`config.mk`:
```
export PLATFORM = sky130hd
export DESIGN_NAME = clk_div_multi
export DESIGN_NICKNAME = d
export VERILOG_FILES = /design/src/rtl/clk_div_pkg.sv /design/src/rtl/clk_div_ch.sv /design/src/rtl/clk_div_multi.sv
export SDC_FILE = /design/constraint.sdc
export NUM_CORES = 1
export LEC_CHECK = 0
export ABC_CLOCK_PERIOD_IN_PS = 6860
export BUFFER_PORTS_ARGS = -buffer_cell sky130_fd_sc_hd__clkbuf_2
export CORE_UTILIZATION = 65
export CTS_CLUSTER_SIZE = 16
export DETAILED_ROUTE_END_ITERATION = 6
export PLACE_DENSITY = 0.83
export SYNTH_ARGS = -nofsm -noshare
export SYNTH_HDL_FRONTEND = slang
export SYNTH_SLANG_ARGS = --single-unit
```
`constraint.sdc`:
```
create_clock -name clk_100mhz -period 6.86 [get_ports clk_100mhz]
set_clock_uncertainty 0.2 [all_clocks]
set_input_delay 0 -clock clk_100mhz [delete_from_list [all_inputs] [get_ports clk_100mhz]]
set_output_delay 0 -clock clk_100mhz [all_outputs]
set_load 0.01 [all_outputs]
```
`src/rtl/clk_div_pkg.sv`:
```
// Shared constants and helpers for the multi-channel clock divider.
// A terminal count T gives a half period of T+1 board-clock cycles.
package clk_div_pkg;

    localparam int unsigned CLK_HZ            = 100_000_000;
    localparam int unsigned DEFAULT_HALF_1KHZ = 49999;

    function automatic int unsigned half_for_hz(input int unsigned hz);
        return CLK_HZ / (2 * hz) - 1;
    endfunction

endpackage

```
`src/rtl/clk_div_ch.sv`:
```
// One divider channel: counts up to term, toggles clk_out on wrap, applies a pended term at the wrap.
// When CLK_DIV_SYNC_EN is defined, a sync input restarts the channel like a disable.
module clk_div_ch #(
    parameter int unsigned CNT_W        = 29,
    parameter int unsigned DEFAULT_HALF = 49999
) (
    input  logic             clk,
    input  logic             rst_n,
`ifdef CLK_DIV_SYNC_EN
    input  logic             sync,
`endif
    input  logic             en,
    input  logic             load,
    input  logic [CNT_W-1:0] load_val,
    output logic             pend_vld,
    output logic             clk_out,
    output logic             tick
);

    logic [CNT_W-1:0] cnt;
    logic [CNT_W-1:0] term;
    logic [CNT_W-1:0] pend;
    logic             restart;

`ifdef CLK_DIV_SYNC_EN
    assign restart = sync | ~en;
`else
    assign restart = ~en;
`endif

    always_ff @(posedge clk or negedge rst_n) begin
        if (!rst_n) begin
            cnt      <= '0;
            term     <= CNT_W'(DEFAULT_HALF);
            pend     <= '0;
            pend_vld <= 1'b0;
            clk_out  <= 1'b0;
            tick     <= 1'b0;
        end else begin
            if (restart) begin
                cnt     <= '0;
                clk_out <= 1'b0;
                tick    <= 1'b0;
                if (pend_vld) begin
                    term     <= pend;
                    pend_vld <= 1'b0;
                end
            end else if (cnt == term) begin
                cnt     <= '0;
                clk_out <= ~clk_out;
                tick    <= ~clk_out;
                if (pend_vld) begin
                    term     <= pend;
                    pend_vld <= 1'b0;
                end
            end else begin
                cnt  <= cnt + 1'b1;
                tick <= 1'b0;
            end
            // load is only granted while pend_vld is clear, so it never collides with an apply
            if (load) begin
                pend     <= load_val;
                pend_vld <= 1'b1;
            end
        end
    end

endmodule

```
`src/rtl/clk_div_multi.sv`:
```
// Multi-channel programmable clock divider / tick generator with a valid/ready reload port.
// Define CLK_DIV_SYNC_EN to add a sync input that phase-aligns all channels.
module clk_div_multi
    import clk_div_pkg::*;
#(
    parameter  int unsigned NUM_CH       = 4,
    parameter  int unsigned CNT_W        = 29,
    parameter  int unsigned DEFAULT_HALF = DEFAULT_HALF_1KHZ,
    localparam int unsigned CH_W         = (NUM_CH > 1) ? $clog2(NUM_CH) : 1
) (
    input  logic              clk_100mhz,
    input  logic              rst_n,
`ifdef CLK_DIV_SYNC_EN
    input  logic              sync,
`endif
    input  logic [NUM_CH-1:0] ch_en,
    input  logic              cfg_valid,
    output logic              cfg_ready,
    input  logic [CH_W-1:0]   cfg_ch,
    input  logic [CNT_W-1:0]  cfg_half,
    output logic              cfg_err,
    output logic [NUM_CH-1:0] clk_out,
    output logic [NUM_CH-1:0] tick
);

    logic [NUM_CH-1:0] hit;
    logic [NUM_CH-1:0] load;
    logic [NUM_CH-1:0] pend_vld;

    // Out-of-range channels hit nothing, so ready stays high and the request is dropped.
    always_comb begin
        hit       = '0;
        cfg_ready = 1'b1;
        for (int unsigned i = 0; i < NUM_CH; i++) begin
            if (cfg_ch == CH_W'(i)) begin
                hit[i]    = 1'b1;
                cfg_ready = ~pend_vld[i];
            end
        end
    end

    assign load = hit & {NUM_CH{cfg_valid & cfg_ready}};

    always_ff @(posedge clk_100mhz or negedge rst_n) begin
        if (!rst_n) begin
            cfg_err <= 1'b0;
        end else begin
            cfg_err <= cfg_valid & ~(|hit);
        end
    end

    for (genvar i = 0; i < NUM_CH; i++) begin : g_ch
        clk_div_ch #(
            .CNT_W        (CNT_W),
            .DEFAULT_HALF (DEFAULT_HALF)
        ) u_ch (
            .clk      (clk_100mhz),
            .rst_n    (rst_n),
`ifdef CLK_DIV_SYNC_EN
            .sync     (sync),
`endif
            .en       (ch_en[i]),
            .load     (load[i]),
            .load_val (cfg_half),
            .pend_vld (pend_vld[i]),
            .clk_out  (clk_out[i]),
            .tick     (tick[i])
        );
    end

endmodule

```
==> metrics.md <==
| Metric | Value |
|---|---|
| Mean Syn Cell Area | `12.6 um^2` |
| Hold_buf cts | `37` |
| Clock-pin slew on the worst setup and hold paths | `60 ps` |
| Leading cell type in the layout, fill and taps excluded | `dfrtp_1` |
| Die Width | `approximately 160 um` |
| Kind of end point of the critical path | `register` |
| Tightest Pin Transition | `1220 ps` |
| CTS tree | `done` |
| Vias in the first global route | `10400` |
| Syn nets | `between 1000 and 1500` |
| Final setup fails | `0` |
| Clock tree buffer depth | `3` |
| Sink Count | `361` |
| Post-route DRC | `0` |
| Worst vdd ir | `0.244 mV` |
| TritonCTS buffer count | `37` |
| Number of post-CTS setup repair buffers | `0` |
| Die H | `between 150 and 200 um` |
| Post-synth cell types | `41` |
| Reg-to-reg endpoint | `g_ch[2].u_ch.cnt[21]` |
| Largest net degree at the start of global routing | `126` |
| Final nets | `roughly 1400` |
| Port Buf Inserts | `47` |
| Rel. slew slack | `18.1%` |
| Via count | `10100` |
| Initial core utilization | `66.2%` |
| Layout Utilization | `between 70% and 80%` |
| Filler instances | `1482` |
| Drt initial violations | `783` |
| Post-route cell area | `18200 um^2` |
| Area after DPL | `16600 um^2` |
| Overall power | `6.17 mW` |
| Top cells by area, synth | `dfrtp_1 51%, mux2_2 16%, xnor2_1 6.4%` |
| Tmin final | `3020 ps` |
| PD cells | `339 nW/um^2` |
| Layout cells sized above 1 | `28.7%` |
| RSZ-0062 raised after global routing | `no` |
| R2R depth | `5` |
| Io pins | `48` |
| Most frequent cells in the layout | `325 x dfrtp_1, 222 x mux2_2, 128 x nor2_1` |
| CTS Root Cell | `clkbuf_16` |
| Vias per cell | `5.91` |
| Multi-input logic area | `approximately 6800 um^2` |
| Sequential-to-total area share from yosys stat | `56.4%` |
| DP HPWL | `23.0 mm` |
| R2r setup slk | `between 3000 and 4000 ps` |
| Initial antenna violation count | `2` |
| Yosys reg bits | `361` |
| Asr flop ratio synth | `100%` |
| Fin crit share | `between 40% and 50%` |
| Leak | `7.84 nW` |
| Ys flop type | `dfrtp_1` |
| Status | `finished with violations` |
| Post-synth EDFFs | `0` |
| Slew Limit Fails | `0` |
| Tot GR Track Use | `29.1%` |
| First-pass GRT wire length | `57.2 mm` |
| RR Startpoint | `g_ch[2].u_ch.term[14]` |
| CP arrival | `3150 ps` |
| Die area | `25400 um^2` |
| PostCTS Resize Cnt | `0` |
| Failing checks | `negative hold slack` |
| Placer Congestion | `approximately 0.89` |
| Number of max-cap violations | `0` |
| Hold WS | `-26.3 ps` |
| Cell taking the most area after synthesis | `dfrtp_1` |
| Ys Warns | `0` |
| Area growth syn-to-layout | `13.1%` |
| H-Tree Depth | `2` |
| Total gr overflow | `0` |
| Final wirelength | `35.4 mm` |
| Wirelength per Cell | `20.7 um` |
| Top cell type's share of synthesized area | `between 50 and 60%` |
| Setup tns final | `0 ps` |
| Antenna viol nets, final | `0` |
| Sequential cell area | `roughly 9100 um^2` |
| Core footprint | `~24000 um^2` |
| Rows | `57` |
| Max Clk Rate | `0.331 GHz` |
| Post-synthesis cell count | `1278` |
| Worst Setup Path Type | `reg2reg` |
| Router iterations before antenna repair | `4` |
| CP Max Fanout | `28` |
| Cell area after synthesis | `16100 um^2` |
| CP Launch Type | `register` |
| Required time at the worst-slack endpoint | `6990 ps` |
| Hold Fails Final Rpt | `9` |
| Hold Path Class | `in2async` |
| Worst skew pair latency | `~500 ps` |
==> cells in the mapped netlist (5+ instances only) <==
cell      instances
or4_1             7
and4_1           18
nand2_1          40
inv_1             9
dfstp_2          36
buf_2            10
dfrtp_1         325
buf_4             9
nor2_1          128
and3_1           19
xnor2_1         117
nand4_1          40
nor3_1           24
mux2_2          222
clkbuf_1         31
xor2_1          107
o21ai_0           5
nor4_1           27
and2_1            7
nand3_1          46
mux2_4           10
==> metal layers <==
metal	routed length, um	GRT usage [%]	vias to the layer above
li1	-	-	4591
met1	15300	40.2	5196
met2	17300	47.4	251
met3	1570	4.14	66
met4	1210	11.1	0
met5	0	0	-
==> flip-flops by register name, summed over array words and instances, names as in the netlist <==
| signal | cells |
|---|---|
| g_ch.u_ch.term | 116 |
| g_ch.u_ch.pend_vld | 4 |
| g_ch.u_ch.pend | 116 |
| cfg_err | 1 |
| g_ch.u_ch.clk_out | 4 |
| g_ch.u_ch.tick | 4 |
| g_ch.u_ch.cnt | 116 |
==> metrics by stage <==
stage          instances  hold slack (ps)  setup WS [ps]
6_report            1709            -26.3           3840
5_1_grt             1708             76.9           3620
4_1_cts             1708             37.3           3880
3_5_place_dp        1607            -17.5           3890
3_3_place_gp        1607            -36.1           3970
2_1_floorplan       1278             -496           4410
==> critical path: stages (launching register included) <==
cell	delay [ps]
dfstp_2	540
xnor2_1	120
nand4_1	170
or4_1	650
o31ai_4	1020
nor2_1	140
==> area by class of cell <==
class,instances,area share [%]
diodes,1,0.0137
clock buffers,51,5.65
clock inverters,13,1.06
inverters,9,0.186
multi-input cells,854,37.1
flip-flops and latches,361,49.9
well taps,324,2.23
repair buffers,96,3.88
==> cells by family after synthesis <==
group,count (synthesis),share of synthesized area [%]
compound gates,20,0.956
xor+xnor,224,12.2
fa+ha+maj,4,0.311
buf+inv,63,1.80
flops,361,56.4
mux,233,16.6
other cells,1,0.0233
simple gates,372,11.8
==> where the power goes <==
part | switching (mW) | total (mW) | leakage (nW) | internal (mW)
Sequential | 0.371 | 3.08 | 4.51 | 2.71
Combinational | 0.426 | 1.05 | 2.73 | 0.623
Clock | 0.801 | 2.04 | 0.601 | 1.23
Total | 1.60 | 6.17 | 7.84 | 4.57
==> worst max-delay path by stage <==
stage | end | slack, ps | startpoint
global route | g_ch[2].u_ch.cnt[15] | 3620 | g_ch[2].u_ch.cnt[14]
CTS | g_ch[2].u_ch.cnt[21] | 3880 | g_ch[2].u_ch.term[14]
finish | g_ch[2].u_ch.cnt[21] | 3840 | g_ch[2].u_ch.term[14]
detailed placement | g_ch[2].u_ch.cnt[21] | 3890 | g_ch[2].u_ch.cnt[14]
floorplan | g_ch[2].u_ch.term[18] | 4410 | g_ch[2].u_ch.term[14]
global placement | g_ch[2].u_ch.cnt[28] | 3970 | g_ch[2].u_ch.term[3]
Power figures use the tool's default switching activity.
